===== src/rtl/sd_bus_arbiter.sv =====
// sd_bus_arbiter
//   Shares one SD-card SPI bus between an init engine, a block-read engine and
//   a block-write engine. The init engine owns the bus until init_done; then
//   user read/write requests are accepted one at a time. Simultaneous requests
//   are served round-robin. Every transfer, and the init handoff, is followed
//   by GAP_CYCLES idle cycles with the bus parked high.
//
// Ports
//   clk, rst                   clock, synchronous active-high reset
//   init_done                  init engine finished (level; low forces INIT)
//   init_cs, init_mosi         SPI lines from the init engine
//   rd_req/wr_req              user requests (level)
//   rd_addr/wr_addr            user block addresses
//   rd_ack/wr_ack              request accepted pulses
//   rd_done/wr_done            transfer complete pulses
//   timeout_err                transfer aborted by busy timeout (pulse)
//   read_start/write_start     engine start pulses
//   read_address/write_address addresses latched on the ack cycle
//   read_busy/write_busy       engine busy flags
//   read_cs/read_mosi          SPI lines from the read engine
//   write_cs/write_mosi        SPI lines from the write engine
//   sd_cs/sd_mosi              muxed SPI lines to the card
//   grant                      00 init/none, 01 read, 10 write
module sd_bus_arbiter #(
  parameter int GAP_CYCLES   = 8,
  parameter int BUSY_TIMEOUT = 24'hFFFFFF
) (
  input  logic        clk,
  input  logic        rst,
  input  logic        init_done,
  input  logic        init_cs,
  input  logic        init_mosi,
  input  logic        rd_req,
  input  logic        wr_req,
  input  logic [31:0] rd_addr,
  input  logic [31:0] wr_addr,
  output logic        rd_ack,
  output logic        wr_ack,
  output logic        rd_done,
  output logic        wr_done,
  output logic        timeout_err,
  output logic        read_start,
  output logic        write_start,
  output logic [31:0] read_address,
  output logic [31:0] write_address,
  input  logic        read_busy,
  input  logic        write_busy,
  input  logic        read_cs,
  input  logic        read_mosi,
  input  logic        write_cs,
  input  logic        write_mosi,
  output logic        sd_cs,
  output logic        sd_mosi,
  output logic [1:0]  grant
);

  typedef enum logic [2:0] {
    S_INIT, S_IDLE, S_RD_START, S_RD_BUSY, S_WR_START, S_WR_BUSY, S_GAP
  } state_t;

  localparam logic [7:0]  GAP_LAST = 8'(GAP_CYCLES - 1);
  localparam logic [23:0] TMO_LAST = 24'(BUSY_TIMEOUT - 1);

  state_t      state_reg, state_next;
  logic [7:0]  gap_cnt_reg, gap_cnt_next;
  logic [23:0] tmo_cnt_reg, tmo_cnt_next;
  logic        busy_seen_reg, busy_seen_next;
  logic        last_wr_reg, last_wr_next;       // 1: write was granted last
  logic        rd_pend_reg, rd_pend_next;
  logic        wr_pend_reg, wr_pend_next;
  logic [31:0] rd_pend_addr_reg, rd_pend_addr_next;
  logic [31:0] wr_pend_addr_reg, wr_pend_addr_next;
  logic        rd_ack_reg, rd_ack_next;
  logic        wr_ack_reg, wr_ack_next;
  logic        rd_done_reg, rd_done_next;
  logic        wr_done_reg, wr_done_next;
  logic        timeout_err_reg, timeout_err_next;
  logic        read_start_reg, read_start_next;
  logic        write_start_reg, write_start_next;
  logic [31:0] read_address_reg, read_address_next;
  logic [31:0] write_address_reg, write_address_next;

  logic        rd_want, wr_want, is_rd, eng_busy;

  always_ff @(posedge clk) begin
    if (rst) begin
      state_reg         <= S_INIT;
      gap_cnt_reg       <= '0;
      tmo_cnt_reg       <= '0;
      busy_seen_reg     <= 1'b0;
      last_wr_reg       <= 1'b1;   // makes read the first winner
      rd_pend_reg       <= 1'b0;
      wr_pend_reg       <= 1'b0;
      rd_pend_addr_reg  <= '0;
      wr_pend_addr_reg  <= '0;
      rd_ack_reg        <= 1'b0;
      wr_ack_reg        <= 1'b0;
      rd_done_reg       <= 1'b0;
      wr_done_reg       <= 1'b0;
      timeout_err_reg   <= 1'b0;
      read_start_reg    <= 1'b0;
      write_start_reg   <= 1'b0;
      read_address_reg  <= '0;
      write_address_reg <= '0;
    end else begin
      state_reg         <= state_next;
      gap_cnt_reg       <= gap_cnt_next;
      tmo_cnt_reg       <= tmo_cnt_next;
      busy_seen_reg     <= busy_seen_next;
      last_wr_reg       <= last_wr_next;
      rd_pend_reg       <= rd_pend_next;
      wr_pend_reg       <= wr_pend_next;
      rd_pend_addr_reg  <= rd_pend_addr_next;
      wr_pend_addr_reg  <= wr_pend_addr_next;
      rd_ack_reg        <= rd_ack_next;
      wr_ack_reg        <= wr_ack_next;
      rd_done_reg       <= rd_done_next;
      wr_done_reg       <= wr_done_next;
      timeout_err_reg   <= timeout_err_next;
      read_start_reg    <= read_start_next;
      write_start_reg   <= write_start_next;
      read_address_reg  <= read_address_next;
      write_address_reg <= write_address_next;
    end
  end

  always_comb begin
    state_next         = state_reg;
    gap_cnt_next       = gap_cnt_reg;
    tmo_cnt_next       = tmo_cnt_reg;
    busy_seen_next     = busy_seen_reg;
    last_wr_next       = last_wr_reg;
    // A request seen in any state stays pending until it is acked.
    rd_pend_next       = rd_pend_reg | rd_req;
    wr_pend_next       = wr_pend_reg | wr_req;
    rd_pend_addr_next  = rd_req ? rd_addr : rd_pend_addr_reg;
    wr_pend_addr_next  = wr_req ? wr_addr : wr_pend_addr_reg;
    rd_ack_next        = 1'b0;
    wr_ack_next        = 1'b0;
    rd_done_next       = 1'b0;
    wr_done_next       = 1'b0;
    timeout_err_next   = 1'b0;
    read_start_next    = 1'b0;
    write_start_next   = 1'b0;
    read_address_next  = read_address_reg;
    write_address_next = write_address_reg;
    rd_want            = rd_pend_reg | rd_req;
    wr_want            = wr_pend_reg | wr_req;
    is_rd              = (state_reg == S_RD_BUSY);
    eng_busy           = is_rd ? read_busy : write_busy;

    if (!init_done && state_reg != S_INIT) begin
      // Init engine took the bus back: drop whatever was running, silently.
      state_next = S_INIT;
    end else begin
      case (state_reg)
        S_INIT: begin
          if (init_done) begin
            state_next   = S_GAP;
            gap_cnt_next = '0;
          end
        end
        S_IDLE: begin
          if (rd_want && (!wr_want || last_wr_reg)) begin
            state_next        = S_RD_START;
            rd_ack_next       = 1'b1;
            read_address_next = rd_req ? rd_addr : rd_pend_addr_reg;
            rd_pend_next      = 1'b0;
            tmo_cnt_next      = '0;
            busy_seen_next    = 1'b0;
          end else if (wr_want) begin
            state_next         = S_WR_START;
            wr_ack_next        = 1'b1;
            write_address_next = wr_req ? wr_addr : wr_pend_addr_reg;
            wr_pend_next       = 1'b0;
            tmo_cnt_next       = '0;
            busy_seen_next     = 1'b0;
          end
        end
        S_RD_START: begin
          read_start_next = 1'b1;
          state_next      = S_RD_BUSY;
        end
        S_WR_START: begin
          write_start_next = 1'b1;
          state_next       = S_WR_BUSY;
        end
        S_RD_BUSY, S_WR_BUSY: begin
          if (eng_busy) begin
            busy_seen_next = 1'b1;
          end
          // Completion needs a falling edge, i.e. busy was high at least once.
          if (busy_seen_reg && !eng_busy) begin
            rd_done_next = is_rd;
            wr_done_next = !is_rd;
            last_wr_next = !is_rd;
            state_next   = S_GAP;
            gap_cnt_next = '0;
          end else if (tmo_cnt_reg == TMO_LAST) begin
            timeout_err_next = 1'b1;
            last_wr_next     = !is_rd;
            state_next       = S_GAP;
            gap_cnt_next     = '0;
          end else begin
            tmo_cnt_next = tmo_cnt_reg + 24'd1;
          end
        end
        S_GAP: begin
          if (gap_cnt_reg == GAP_LAST) begin
            state_next = S_IDLE;
          end else begin
            gap_cnt_next = gap_cnt_reg + 8'd1;
          end
        end
        default: state_next = S_INIT;
      endcase
    end
  end

  // Bus mux is combinational so the card sees the engine lines with no delay.
  always_comb begin
    sd_cs   = 1'b1;
    sd_mosi = 1'b1;
    grant   = 2'b00;
    case (state_reg)
      S_INIT: begin
        sd_cs   = init_cs;
        sd_mosi = init_mosi;
      end
      S_RD_START, S_RD_BUSY: begin
        sd_cs   = read_cs;
        sd_mosi = read_mosi;
        grant   = 2'b01;
      end
      S_WR_START, S_WR_BUSY: begin
        sd_cs   = write_cs;
        sd_mosi = write_mosi;
        grant   = 2'b10;
      end
      default: ;
    endcase
  end

  assign rd_ack        = rd_ack_reg;
  assign wr_ack        = wr_ack_reg;
  assign rd_done       = rd_done_reg;
  assign wr_done       = wr_done_reg;
  assign timeout_err   = timeout_err_reg;
  assign read_start    = read_start_reg;
  assign write_start   = write_start_reg;
  assign read_address  = read_address_reg;
  assign write_address = write_address_reg;

endmodule


===== config.mk =====
export PLATFORM = sky130hd
export DESIGN_NAME = sd_bus_arbiter
export DESIGN_NICKNAME = d
export VERILOG_FILES = /design/src/rtl/sd_bus_arbiter.sv
export SDC_FILE = /design/constraint.sdc
export NUM_CORES = 1
export LEC_CHECK = 0
export CORE_MARGIN = 4
export CORE_UTILIZATION = 50
export CTS_CLUSTER_SIZE = 40
export DETAILED_ROUTE_END_ITERATION = 16
export PLACE_DENSITY = 0.8
export SYNTH_ARGS = -nofsm -noshare
export SYNTH_HDL_FRONTEND = slang
export SYNTH_SLANG_ARGS = --single-unit

===== constraint.sdc =====
create_clock -name clk -period 2.5 [get_ports clk]
set_input_delay 0.75 -clock clk [delete_from_list [all_inputs] [get_ports clk]]
set_output_delay 0.75 -clock clk [all_outputs]
set_load 0.02 [all_outputs]

==> impl_metrics.env <==
export IMPL_seq_area_frac_synth_pct=51.8
export IMPL_synthCells=706
export IMPL_cap_violations=0
export IMPL_fin_hold_ws_ns=0.487
export IMPL_antenna_found_initial=1
export IMPL_crit_chain="dlygate4sd2_1 > or3_1 > o21ai_1 > o21ai_1 > buf_4"
export IMPL_outcome="completed"
export IMPL_clkPwrFrac_pct=36.3
export IMPL_drc_errors=0
export IMPL_cts_buffers=17
export IMPL_hold_buffers=0
export IMPL_power_mw=7.43
export IMPL_worst_slew_pin_slew_ns=0.618
export IMPL_port_buffer_count=151
export IMPL_min_path_cells=2
export IMPL_setup_viol=0
export IMPL_core_um2=13200
export IMPL_ys_top_cells_by_area="dfxtp_1 (52%), mux2i_1 (10%), nor2_1 (8.9%), a211oi_1 (7.4%), xor2_1 (2.6%)"
export IMPL_vdd_drop_max_mv=0.431
export IMPL_crit_required_ns=1.75
export IMPL_dr_total_vias=5694
export IMPL_dp_hpwl_mm=11.5
export IMPL_synth_cell_type_count=54
export IMPL_synth_async_reset_ratio_pct=0
export IMPL_seq_area_um2=3480
export IMPL_end_kind="output pin"
export IMPL_fmax_mhz=416
export IMPL_fp_dieH_um=124
export IMPL_io_pins=152
export IMPL_viasPerCell=5.44
export IMPL_synth_top_area_share_pct=51.8
export IMPL_p_leak_nw=3.49
export IMPL_timing_rr_start="state_reg[1]"
export IMPL_slowest_stage="or3_1"
export IMPL_clock_sinks=174
export IMPL_hold_path_endpoint="rd_pend_addr_reg[22]"
export IMPL_place_congestion=0.837
export IMPL_post_drt_wl_per_cell_um=15.9
export IMPL_path_class="in2out"
export IMPL_startpoint_type="primary input"
export IMPL_multi_input_area_um2=3010
export IMPL_path_clk_slew_ns=0.06
export IMPL_finalCriticalPeriod_ns=2.41
export IMPL_htreeDepth=4
export IMPL_synth_warnings=0
export IMPL_overflow=0
export IMPL_dieArea_um2=15400
export IMPL_grt_pass1_vias=5751
export IMPL_seq_power_share_pct=41.6
export IMPL_p_comb_share_pct=22.0
export IMPL_crit_start="init_cs"
export IMPL_grt_max_degree=139
export IMPL_worstPathMaxFanout=1
export IMPL_arrival_ns=1.66
export IMPL_period_share_pct=96.3
export IMPL_fill_cells=983
export IMPL_cts_tree="yes"
export IMPL_hold_start="rd_pend_addr_reg[22]"
export IMPL_p_switching_mw=2.06
export IMPL_drive_above_1_share_pct=9.30
export IMPL_syn_area_um2=6720
export IMPL_initialDrtViolationCount=347
export IMPL_drt_wl_total_mm=16.6
export IMPL_r2r_end="gap_cnt_reg[2]"
export IMPL_rsz0062_at_grt="false"
export IMPL_worst_hold_path_type="reg2reg"
export IMPL_instances_no_fill=1047
export IMPL_drv_slew=0
export IMPL_synth_area_leader_cell="dfxtp_1"
export IMPL_row_count=42
export IMPL_clock_skew_ns=0.00697
export IMPL_power_density_nw_per_um2=815
export IMPL_initial_core_util_pct=50.9
export IMPL_ant_nets=0
export IMPL_first_pass_iters=5
export IMPL_synth_edf_count=0
export IMPL_final_hold_violation_count=0
export IMPL_track_usage_pct=21.8
export IMPL_r2r_setup_slack_ns=0.20
export IMPL_internal_power_mw=5.36
export IMPL_synth_avg_cell_area_um2=9.52
export IMPL_syn_nets=786
export IMPL_reg2regPathDepth=8
export IMPL_ys_ff_latch=174
export IMPL_grt_pass1_wl_mm=26.6
export IMPL_cts_root_buf="clkbuf_16"
export IMPL_crit_top_cell="o21ai_1"
export IMPL_syn_to_final_growth_pct=35.7
export IMPL_synth_flop_cell="dfxtp_1"
export IMPL_insertion_delay_ns=0.42
export IMPL_critPathMaxStageDelay_ns=0.35
export IMPL_slew_headroom_pct=58.8
export IMPL_p_sw_share_pct=27.8
export IMPL_cts_path_max_buffers=2
export IMPL_diodes=0
export IMPL_die_x_um=124
export IMPL_dpl_cell_count=1016
export IMPL_nNetsFinal=939
-- Yosys cell counts, types with 2 or more instances --
cell      number
o21ai_0       16
buf_1          7
a21oi_1       15
buf_6          2
mux2i_1       67
inv_1          6
and2_1         5
nand3_1       20
or3_1          5
a31oi_1        2
nor3b_1        3
a211oi_1      66
nor2_2         4
nand4_1       10
a32o_1         3
xor2_1        20
and3_1        10
nor3_1        10
nor2b_1        3
clkbuf_1      23
ha_1           3
nor2_1       160
nand2_1       17
dfxtp_1      174
and4_1         6
nor4_1         3
o21ai_1        4
buf_2         15
nand3b_1       2
-- worst max-delay path by stage --
stage	end	cells past startpoint
after floorplan	tmo_cnt_reg[21]	7
after global placement	sd_mosi	5
after detailed placement	sd_mosi	5
after CTS	sd_mosi	5
after global routing	gap_cnt_reg[5]	8
final	sd_cs	5
-- placed cells by master, fill, tap and decap left out, drive strengths merged, types with 2 or more instances in the layout --
cell           count
nand4             10
ha                 3
o21ai             20
inv                8
clkbuf            23
dlygate4sd2        3
nor4               4
mux2i             67
or3                5
nand3b             2
and2               5
a211oi            66
nor2             164
clkdlybuf4s50    142
a32o               3
xor2              20
nor3              12
mux2               2
a21oi             16
nand3             20
dfxtp            174
and4               7
o22ai              2
bufinv             3
nand2             17
nor3b              3
and3              10
nor2b              3
a31oi              2
buf               35
clkinv             4
-- what timing repair did --
action	4_1_cts	5_1_grt
endpoints found under the setup margin	4	1
gates resized for setup	19	2
buffers inserted	0	0
pin swaps	2	2
-- final cells by class --
| cell class | count | area share [%] |
|---|---|---|
| inverters | 7 | 0.288 |
| flip-flops and latches | 174 | 38.2 |
| clock inverters | 8 | 1.43 |
| clock buffers | 23 | 5.24 |
| repair buffers | 181 | 19.4 |
| multi-input cells | 478 | 33.0 |
| well taps | 176 | 2.42 |
-- through the flow --
stage	setup WS, ns	instance area [um^2]	TNS [ns]	utilization, %
2_1_floorplan	0.311	6720	0	-
3_3_place_gp	-0.396	8510	-1.02	64.6
3_5_place_dp	-0.415	8510	-1.71	64.6
4_1_cts	-0.0227	9110	-0.0227	69.1
5_1_grt	0.00886	9120	0	69.1
6_report	0.0934	9120	0	69.1
-- cell families (layout without fill, tap and decap cells) --
kind of cell / after synthesis / count (layout) / synth area share (%)
AND/OR/NAND/NOR: 266 / 266 / 18.4
adder cells (fa/ha/maj): 3 / 3 / 0.559
flip-flops: 174 / 174 / 51.8
AO/OA/AOI/OAI: 120 / 120 / 12.7
buffers and inverters: 54 / 219 / 3.52
multiplexers: 69 / 69 / 10.4
XOR/XNOR: 20 / 20 / 2.61
-- routing by layer --
layer	up-vias	share of wire (%)	track usage [%]
met5	-	0.078	0
met4	2	2.7	9.31
met3	42	7.2	7.31
met2	188	49	37.1
met1	2658	41	24.9
li1	2804	-	-
-- power by group through the flow --
| stage | logic, mW | registers (mW) | clock network (mW) |
|---|---|---|---|
| final | 1.64 | 3.09 | 2.70 |
| after CTS | 1.63 | 3.09 | 2.75 |
| after global placement | 1.59 | 3.13 | 0 |
| after detailed placement | 1.63 | 3.15 | 0 |
| after floorplan | 0.892 | 3.22 | 0 |
| after global routing | 1.78 | 3.11 | 2.86 |
-- critical path: cells and delay by family --
family                 cells  cell delay, ns
AO/OA/AOI/OAI              2            0.17
AND/OR/NAND/NOR            1            0.35
buffers and inverters      2            0.39
No activity file was read; power rests on OpenSTA's default activity.
==> patch, RTL diff (config.mk and constraints unchanged) <==
Remove the register `timeout_err_reg`: a continuous assignment takes its place, so the output `timeout_err` follows one clock earlier.
--- a/src/rtl/sd_bus_arbiter.sv
+++ b/src/rtl/sd_bus_arbiter.sv
@@ -98,5 +98,4 @@
       rd_done_reg       <= 1'b0;
       wr_done_reg       <= 1'b0;
-      timeout_err_reg   <= 1'b0;
       read_start_reg    <= 1'b0;
       write_start_reg   <= 1'b0;
@@ -117,5 +116,4 @@
       rd_done_reg       <= rd_done_next;
       wr_done_reg       <= wr_done_next;
-      timeout_err_reg   <= timeout_err_next;
       read_start_reg    <= read_start_next;
       write_start_reg   <= write_start_next;
@@ -124,4 +122,6 @@
     end
   end
+
+  assign timeout_err_reg = timeout_err_next;
 
   always_comb begin
Formal check against the unedited RTL: same outputs for any inputs over 10 cycles, from zero or initial values and one cycle with rst high; that may be too few to reach the edited logic, so the function may still have changed.
==> patch against the unedited design <==
Area after synthesis fell by 0.73%; fmax shrank 2.1%; routed wire length is 2.8% higher; hold slack better by 0.0036 ns; register-to-register slack better by 0.09 ns; sequential cell count down 1; clock skew rose by 0.00050 ns; worst setup slack worse by 0.050 ns; synthesized cell count is 1.1% higher; cell area is 0.81% higher; critical path type unchanged.
Power is not compared: it rests on default switching activity, and its combinational part moved more than twofold at a synthesized area within 25%.
==> patch: results (changes against the unedited design) <==
stage;metric;value;unit;change
synthesis;ys_top_cells_by_count;dfxtp_1, nor2_1, a211oi_1, mux2i_1, clkbuf_1;;
synthesis;synth_area_leaders;dfxtp_1, mux2i_1, nor2_1;;
setup_path;critPathSlowestCell;dlygate4sd2_1;;
setup_path;worst-endpoint-arrival;1.71;ns;+0.05 ns
synthesis;avgSynthCellArea;9.34;µm²;-1.8%
sta;slew_headroom;0.626;;+0.0380
placed_design;post-place-ws;-0.649;ns;-0.234 ns
detailed_routing;via_per_inst;5.39;;-0.86%
synthesis;ys_seq_area_frac;0.519;;+0.000791
setup_path;critical_path.max_stage_delay;0.26;ns;-0.09 ns
global_route;grt_pass1_wl;27.3;mm;+2.7%
synthesis;synthMuxAreaShare;0.0977;;-0.00599
placed_design;dp.cells;1040;;+2.4%
synthesis;synth_compound_area_frac;0.131;;+0.00412
synthesis;syn_nets;794;;+1.0%
synthesis;synthXorXnorAreaFrac;0.0171;;-0.00900
cells_and_area;area_growth;37.8;%;
worst_hold_path;min-delay-start;wr_pend_addr_reg[16];;
global_route;grt_start_max_net_pins;65;;-53%
cells_and_area;fill_cells;955;;-2.8%
placed_design;place.gp.congestion;0.851;;+1.7%
cells_and_area;final_nets;968;;+3.1%
setup_path;cp_max_fo;3;;+2
global_route;gr-usage-all-layers;0.227;;+0.00984
outcome;status;completed;;
patch: cell type report:
class                   count  area [µm²]  area share
inverters                   7        26.3     0.00286
repair buffers            204        1920       0.209
diodes                      1        2.50    0.000272
flip-flops and latches    173        3470       0.377
clock buffers              23         498      0.0542
well taps                 172         215      0.0234
multi-input cells         485        3000       0.327
clock inverters             8        57.6     0.00626
patch: where the power goes:
part / switching [mW] / internal (mW) / total (mW)
registers: 0.0530 / 2.86 / 2.91
logic: 0.354 / 0.334 / 0.687
clock network: 1.04 / 1.40 / 2.44
total: 1.44 / 4.59 / 6.04
patch: what timing repair did:
item	CTS	global route
setup buffers	0	1
resized for setup	36	7
setup endpoints to repair	5	2
pin swaps	6	2
patch: through the flow:
| stage | setup TNS [ns] | instance area (µm²) |
|---|---|---|
| floorplan | 0 | 6670 |
| global placement | -5.98 | 8600 |
| detailed placement | -10.83 | 8600 |
| CTS | 0 | 9160 |
| global route | 0 | 9190 |
| finish | 0 | 9190 |
patch: routing by layer:
metal  global-route usage  share of wire  wire (µm)  vias up
li1                     -              -          -     2887
met4               0.0761          0.019        322        0
met2                0.393           0.50       8550      187
met3               0.0979          0.087       1480       29
met1                0.251           0.39       6720     2682
met5                    0              0          0        -
patch: logic make-up (layout without fill, tap and decap cells):
| logic type | count (synthesis) | in the layout |
|---|---|---|
| xor+xnor | 13 | 13 |
| mux | 65 | 65 |
| buf+inv | 56 | 242 |
| simple gates | 277 | 277 |
| fa+ha+maj | 3 | 3 |
| compound gates | 127 | 127 |
| flops | 173 | 173 |
| other cells | 0 | 1 |
patch: worst max-delay path: cells and delay by family:
kind	cells	cell delay [ns]
AND/OR/NAND/NOR	2	0.29
AO/OA/AOI/OAI	1	0.24
buffers and inverters	2	0.42
patch: final timing paths:
path	end	slack, ns	cells after the start
setup / recovery	timeout_err	0.04	5
hold / removal	wr_pend_addr_reg[16]	0.49	2
setup reg to reg	tmo_cnt_reg[18]	0.29	8
hold reg to reg	wr_pend_addr_reg[16]	0.49	2
